**src/rtl/segscan_decoder.sv**
```systemverilog
// Scan-bus monitor: rebuilds the four multiplexed 7-segment digits from seg/segen.
// Optional scan-order checking is enabled by defining SEGSCAN_SEQ_CHECK_EN.
module segscan_decoder #(
    parameter int unsigned STABLE_CYCLES = 1,
    parameter int unsigned TIMEOUT       = 64
) (
    input  logic       clk10,
    input  logic       rst_n,
    input  logic [6:0] seg,
    input  logic [3:0] segen,
    output logic [6:0] seg1,
    output logic [6:0] seg2,
    output logic [6:0] seg3,
    output logic [6:0] seg4,
    output logic [3:0] digit1,
    output logic [3:0] digit2,
    output logic [3:0] digit3,
    output logic [3:0] digit4,
    output logic [3:0] digit_ok,
    output logic [3:0] stale,
    output logic       frame_valid,
    output logic       seq_err
);
    localparam logic [3:0]  STABLE_N  = 4'(STABLE_CYCLES);
    localparam logic [15:0] TIMEOUT_N = 16'(TIMEOUT);

    logic [6:0]  s_seg, p_seg;
    logic [3:0]  s_en, p_en;
    logic [3:0]  stab_cnt, stab_nxt;
    logic        legal, same, capture, seq_bad;
    logic [1:0]  idx;
    logic [3:0]  onehot;
    logic [3:0]  dec_val;
    logic        dec_ok;
    logic [6:0]  seg_r [4];
    logic [3:0]  dig_r [4];
    logic [3:0]  ok_r, seen, seen_nxt;
    logic        fv_nxt;
    logic [15:0] stc [4];

    always_comb begin
        legal = 1'b1;
        idx   = 2'd0;
        case (s_en)
            4'b1110: idx = 2'd0;
            4'b1101: idx = 2'd1;
            4'b1011: idx = 2'd2;
            4'b0111: idx = 2'd3;
            default: legal = 1'b0;
        endcase
    end

    assign onehot = 4'b0001 << idx;
    assign same   = ({s_en, s_seg} == {p_en, p_seg});

    // Capture exactly when the run length first equals STABLE_CYCLES.
    always_comb begin
        stab_nxt = '0;
        capture  = 1'b0;
        if (legal) begin
            if (same)
                stab_nxt = (stab_cnt == STABLE_N) ? STABLE_N : stab_cnt + 4'd1;
            else
                stab_nxt = 4'd1;
            capture = (stab_nxt == STABLE_N) && !(same && stab_cnt == STABLE_N);
        end
    end

    always_comb begin
        dec_ok = 1'b1;
        case (s_seg)
            7'h40: dec_val = 4'h0;
            7'h79: dec_val = 4'h1;
            7'h24: dec_val = 4'h2;
            7'h30: dec_val = 4'h3;
            7'h19: dec_val = 4'h4;
            7'h12: dec_val = 4'h5;
            7'h02: dec_val = 4'h6;
            7'h78: dec_val = 4'h7;
            7'h00: dec_val = 4'h8;
            7'h10: dec_val = 4'h9;
            7'h08: dec_val = 4'hA;
            7'h03: dec_val = 4'hB;
            7'h46: dec_val = 4'hC;
            7'h21: dec_val = 4'hD;
            7'h06: dec_val = 4'hE;
            7'h0E: dec_val = 4'hF;
            default: begin
                dec_val = 4'h0;
                dec_ok  = 1'b0;
            end
        endcase
    end

`ifdef SEGSCAN_SEQ_CHECK_EN
    logic       first;
    logic [1:0] prev_idx;

    assign seq_bad = capture && !first && (idx != prev_idx + 2'd1);

    always_ff @(posedge clk10 or negedge rst_n) begin
        if (!rst_n) begin
            first    <= 1'b1;
            prev_idx <= 2'd0;
            seq_err  <= 1'b0;
        end else if (capture) begin
            first    <= 1'b0;
            prev_idx <= idx;
            if (seq_bad)
                seq_err <= 1'b1;
        end
    end
`else
    assign seq_bad = 1'b0;
    assign seq_err = 1'b0;
`endif

    // An out-of-order capture restarts the frame at the violating slot.
    always_comb begin
        seen_nxt = seen;
        fv_nxt   = 1'b0;
        if (capture) begin
            seen_nxt = seq_bad ? onehot : (seen | onehot);
            if (seen_nxt == 4'hF) begin
                fv_nxt   = 1'b1;
                seen_nxt = '0;
            end
        end
    end

    always_ff @(posedge clk10 or negedge rst_n) begin
        if (!rst_n) begin
            s_seg       <= '1;
            s_en        <= '1;
            p_seg       <= '1;
            p_en        <= '1;
            stab_cnt    <= '0;
            seen        <= '0;
            ok_r        <= '0;
            frame_valid <= 1'b0;
            for (int unsigned i = 0; i < 4; i++) begin
                seg_r[i] <= '1;
                dig_r[i] <= '0;
                stc[i]   <= TIMEOUT_N;
            end
        end else begin
            s_seg       <= seg;
            s_en        <= segen;
            p_seg       <= s_seg;
            p_en        <= s_en;
            stab_cnt    <= stab_nxt;
            seen        <= seen_nxt;
            frame_valid <= fv_nxt;
            if (capture) begin
                seg_r[idx] <= s_seg;
                dig_r[idx] <= dec_val;
                ok_r[idx]  <= dec_ok;
            end
            for (int unsigned i = 0; i < 4; i++) begin
                if (capture && idx == 2'(i))
                    stc[i] <= '0;
                else if (stc[i] != TIMEOUT_N)
                    stc[i] <= stc[i] + 16'd1;
            end
        end
    end

    always_comb begin
        stale = '0;
        for (int unsigned i = 0; i < 4; i++)
            stale[i] = (stc[i] == TIMEOUT_N);
    end

    assign seg1     = seg_r[0];
    assign seg2     = seg_r[1];
    assign seg3     = seg_r[2];
    assign seg4     = seg_r[3];
    assign digit1   = dig_r[0];
    assign digit2   = dig_r[1];
    assign digit3   = dig_r[2];
    assign digit4   = dig_r[3];
    assign digit_ok = ok_r;
endmodule

```
**config.mk**
```make
export PLATFORM = sky130hd
export DESIGN_NAME = segscan_decoder
export DESIGN_NICKNAME = d
export VERILOG_FILES = /design/src/rtl/segscan_decoder.sv
export SDC_FILE = /design/constraint.sdc
export NUM_CORES = 1
export LEC_CHECK = 0
export ABC_CLOCK_PERIOD_IN_PS = 2300
export CAP_MARGIN = 20
export CELL_PAD_IN_SITES_DETAIL_PLACEMENT = 1
export CELL_PAD_IN_SITES_GLOBAL_PLACEMENT = 1
export CORE_MARGIN = 8
export CORE_UTILIZATION = 41
export DETAILED_ROUTE_END_ITERATION = 8
export MAX_ROUTING_LAYER = met4
export PLACE_DENSITY_LB_ADDON = 0.2
export SLEW_MARGIN = 20
export SYNTH_ARGS = -nofsm -noshare
export SYNTH_HDL_FRONTEND = slang
export SYNTH_SLANG_ARGS = --single-unit
```
**constraint.sdc**
```tcl
create_clock -name clk10 -period 2.3 [get_ports clk10]
set_input_delay 0.345 -clock clk10 [delete_from_list [all_inputs] [get_ports clk10]]
set_output_delay 0.345 -clock clk10 [all_outputs]
set_load 0.05 [all_outputs]
```
==> impl_metrics.prom <==
# TYPE chip_impl_metric gauge
chip_impl_info{name="run_status",value="finished with violations"} 1
chip_impl_info{name="violations_in_the_final_reports",value="negative setup slack"} 1
chip_impl_metric{name="first_global_vias",unit=""} 5216
chip_impl_metric{name="hpwlAfterDp",unit="µm"} 10920
chip_impl_metric{name="grt_first_pass_wirelength",unit="µm"} 27700
chip_impl_metric{name="slew-limit-headroom",unit=""} 0.4904
chip_impl_metric{name="fin_skew",unit="ps"} 6.963
chip_impl_metric{name="post_synth_instance_area",unit="µm²"} 6704
chip_impl_metric{name="seqPwrFrac",unit=""} 0.415
chip_impl_metric{name="power.switching_fraction",unit=""} 0.3381
chip_impl_metric{name="die-width",unit="µm"} 143.9
chip_impl_metric{name="setup_violations",unit=""} 72
chip_impl_info{name="min-delay-path-class",value="primary input to register"} 1
chip_impl_metric{name="final_cell_count_no_fill",unit=""} 925
chip_impl_metric{name="period_needed",unit="ps"} 2420
chip_impl_metric{name="max_cap_viol_count",unit=""} 0
chip_impl_metric{name="grt_use_total",unit=""} 0.1781
chip_impl_metric{name="async_flop_share",unit=""} 1.000
chip_impl_metric{name="maximum_vdd_drop",unit="V"} 0.0005381
chip_impl_metric{name="vias",unit=""} 4809
chip_impl_metric{name="first_pass_iters",unit=""} 4
chip_impl_metric{name="cp_data_required_time",unit="ps"} 2610
chip_impl_metric{name="detailed_route_wire_length",unit="µm"} 17280
chip_impl_metric{name="setup_total_negative_slack",unit="ps"} -3056
chip_impl_metric{name="clock_pin_slew_of_the_registers_on_the_worst_case_setup_and_hold_paths",unit="ps"} 60
chip_impl_info{name="grt_setup_unrepaired",value="yes"} 1
chip_impl_metric{name="slew_viol_final",unit=""} 0
chip_impl_metric{name="path_max_fanout",unit=""} 13
chip_impl_info{name="crit-reg2reg-launch",value="stab_cnt[0]"} 1
chip_impl_metric{name="synth.distinct_cells",unit=""} 49
chip_impl_metric{name="p_clk_frac",unit=""} 0.335
chip_impl_metric{name="rr_worst_depth",unit=""} 7
chip_impl_metric{name="clkLatencyLatePin",unit="ps"} 430
chip_impl_info{name="clock_tree.root_cell",value="clkbuf_16"} 1
chip_impl_metric{name="final.period_utilization",unit=""} 1.052
chip_impl_info{name="tritoncts",value="built"} 1
chip_impl_metric{name="placed_cells_incl_taps",unit=""} 882
chip_impl_info{name="setup.worst_path.end_class",value="register"} 1
chip_impl_metric{name="post-place-ws",unit="ps"} -85.80
chip_impl_info{name="start_kind",value="register"} 1
chip_impl_metric{name="syn_to_final_growth",unit="%"} 31.69
chip_impl_metric{name="floorplan.core_area",unit="µm²"} 15940
chip_impl_info{name="holdPathEnd",value="s_en[2]"} 1
chip_impl_metric{name="synth-edff-count",unit=""} 0
chip_impl_metric{name="drt_first_iter_violations",unit=""} 174
chip_impl_metric{name="globalRoute.totalOverflow",unit=""} 0
chip_impl_metric{name="design.die.area",unit="µm²"} 20700
chip_impl_metric{name="final_hold_viol_count",unit=""} 0
chip_impl_metric{name="setup_ws",unit="ps"} -119.9
chip_impl_metric{name="share_comb_of_total_power",unit=""} 0.250
chip_impl_metric{name="rrSetupSlack",unit="ps"} -120
chip_impl_metric{name="ant_nets",unit=""} 0
chip_impl_metric{name="antenna-diode-count",unit=""} 0
chip_impl_metric{name="netlist_instances",unit=""} 602
chip_impl_metric{name="power-per-cell-area",unit="nW/µm²"} 939.7
chip_impl_metric{name="gp_congestion",unit=""} 0.8182
chip_impl_info{name="timing.critical_path.cells",value="ha_2 -> or3_4 -> a2111oi_4 -> nor4_4 -> nor4b_4 -> buf_12 -> mux2_2"} 1
chip_impl_info{name="mostFrequentLayoutCell",value="dfrtp_1"} 1
chip_impl_metric{name="post_route_cells_drive_above_1_share",unit=""} 0.3018
chip_impl_info{name="r2r_end",value="digit2[1]"} 1
chip_impl_metric{name="cp_slowest_stage_delay",unit="ps"} 420
chip_impl_metric{name="cts-buffers-inserted",unit=""} 17
chip_impl_metric{name="clock_tree.htree_level_count",unit=""} 4
chip_impl_metric{name="nets",unit=""} 719
chip_impl_metric{name="synth-seq-area-share",unit=""} 0.5439
chip_impl_info{name="hold_path_startpoint",value="segen[2]"} 1
chip_impl_info{name="critical-path-slowest-cell",value="dfrtp_1"} 1
chip_impl_metric{name="maximum_number_of_pins_on_one_net_before_global_route_repair",unit=""} 63
chip_impl_info{name="critPathLaunch",value="stab_cnt[0]"} 1
chip_impl_info{name="layout_common_cells",value="dfrtp_1 (89), nor2_1 (71), clkdlybuf4s50_1 (60), dfstp_2 (54), xnor2_1 (40)"} 1
chip_impl_metric{name="syn_avg_cell_area",unit="µm²"} 11.14
chip_impl_info{name="postSynth.topFlopCell",value="dfrtp_1"} 1
chip_impl_metric{name="cts_buffer_depth",unit=""} 2
chip_impl_metric{name="ys_warn_count",unit=""} 0
chip_impl_metric{name="clock.fmax",unit="MHz"} 413.2
chip_impl_metric{name="routed_via_density",unit=""} 5.199
chip_impl_metric{name="die_h",unit="µm"} 143.9
chip_impl_metric{name="p_leak",unit="nW"} 3.720
chip_impl_metric{name="antenna_violations_before_repair",unit=""} 0
chip_impl_metric{name="floorplan.io_pins",unit=""} 67
chip_impl_metric{name="hold_path_depth",unit=""} 1
chip_impl_metric{name="fp_rows",unit=""} 46
chip_impl_metric{name="synthesis.nets",unit=""} 625
chip_impl_info{name="setup.worst_path.class",value="register to register"} 1
chip_impl_metric{name="drc",unit=""} 0
chip_impl_metric{name="clock_sinks",unit=""} 143
chip_impl_metric{name="net-switching-power",unit="W"} 0.002805
chip_impl_metric{name="average_routed_wire_per_standard_cell",unit="µm"} 18.68
chip_impl_metric{name="critical_path_arrival",unit="ps"} 2730
chip_impl_metric{name="cell_internal_pwr",unit="W"} 0.005491
chip_impl_metric{name="tightest_slew",unit="ps"} 752.5
chip_impl_metric{name="yosys_register_bits",unit=""} 143
chip_impl_metric{name="initial_utilization",unit=""} 0.4205
chip_impl_metric{name="placement.io_buffers",unit=""} 65
[repair_timing]
action                                 4_1_cts  5_1_grt
setup endpoints to repair                   72      115
endpoints found under the hold margin       37        0
pin swaps                                    3       17
buffers inserted                             3        7
resized for setup                           23       50
cloned                                       0        2
hold buffers                                 1        0
[logic make-up (layout without fill, tap and decap cells)]
logic type                 after synthesis  after routing  synth area share
and+or+nand+nor                        239            239            0.1823
DFF                                    143            143            0.5439
xor gates and xnor gates                71             71           0.09276
muxes                                   54             54           0.09015
buffers and inverters                   50            157           0.03453
AOI/OAI and AO/OA                       34             34           0.03715
adders and majority gates               10             10           0.01866
other                                    1              1         0.0005594
[power groups by stage]
stage | clock network (W) | logic (W) | registers (W)
floorplan | 0 | 0.000819 | 0.00385
global placement | 0 | 0.00183 | 0.00343
detailed placement | 0 | 0.00189 | 0.00346
CTS | 0.00285 | 0.00195 | 0.00344
global route | 0.00295 | 0.00226 | 0.00350
finish | 0.00278 | 0.00208 | 0.00344
[Yosys cell counts (7+ instances only)]
master     n  area [µm²]
dfrtp_1   89        2227
nor2_1    88       330.3
dfstp_2   54        1419
mux2_2    51       574.3
xnor2_1   40       350.3
nand3_1   38       190.2
xor2_1    31       271.5
nand2_1   25       93.84
inv_1     19       71.32
nor3_1    17       85.08
buf_2     14       70.07
nand4_1   13       81.33
nor4_1    12       75.07
a21oi_1   10       50.05
and3_1    10       62.56
ha_1      10       125.1
clkbuf_1   9       33.78
buf_4      7       52.55
[routing by layer]
layer / global-route usage / vias up / part of all wire
li1: - / 2241 / -
met1: 0.2154 / 2472 / 0.45
met2: 0.2779 / 76 / 0.50
met3: 0.04910 / 20 / 0.036
met4: 0.07028 / 0 / 0.017
met5: - / - / 0
[area by class of cell]
cell class / count / area (µm²)
Multi-Input combinational cell: 409 / 3097
Sequential cell: 143 / 3646
Timing Repair Buffer: 106 / 1149
Inverter: 19 / 71.32
Clock buffer: 18 / 450.4
Clock inverter: 14 / 145.1
Fill cell: 1650 / 7114
Tap cell: 216 / 270.3
[per-stage QoR]
| step | cell area (µm²) | util | hold slack, ps | power, W |
|---|---|---|---|---|
| final | 8828 | 0.5538 | 314.8 | 0.008296 |
| after global routing | 8828 | 0.5538 | 307.1 | 0.008705 |
| after CTS | 8552 | 0.5364 | 297.6 | 0.008234 |
| after global placement | 7836 | 0.4915 | 375.3 | 0.005258 |
| after detailed placement | 7836 | 0.4915 | 376.7 | 0.005348 |
| after floorplan | 6715 | - | 49.41 | 0.004668 |
[how the worst max path moves through the flow]
| stage | endpoint | slack [ps] | depth (start not counted) |
|---|---|---|---|
| after floorplan | digit2[0] | -10 | 7 |
| after global placement | digit2[3] | -20 | 7 |
| after detailed placement | digit2[2] | -90 | 7 |
| after CTS | digit2[1] | -100 | 7 |
| after global routing | digit2[1] | -200 | 7 |
| final | digit2[1] | -120 | 7 |
[flip-flops by register name (all words and copies together) (netlist names), 7 cells and up]
name,flops
seg3,7
seg4,7
seg1,7
p_seg,7
s_seg,7
seg2,7
stc,64
[critical path, delay by kind of cell (launching register included)]
family | cells | cell delay [ps]
AND/OR/NAND/NOR | 3 | 770
flip-flops | 1 | 420
AO/OA/AOI/OAI | 1 | 350
multiplexers | 1 | 340
adder cells (fa/ha/maj) | 1 | 220
buffers and inverters | 1 | 190
Power figures use the tool's default switching activity.
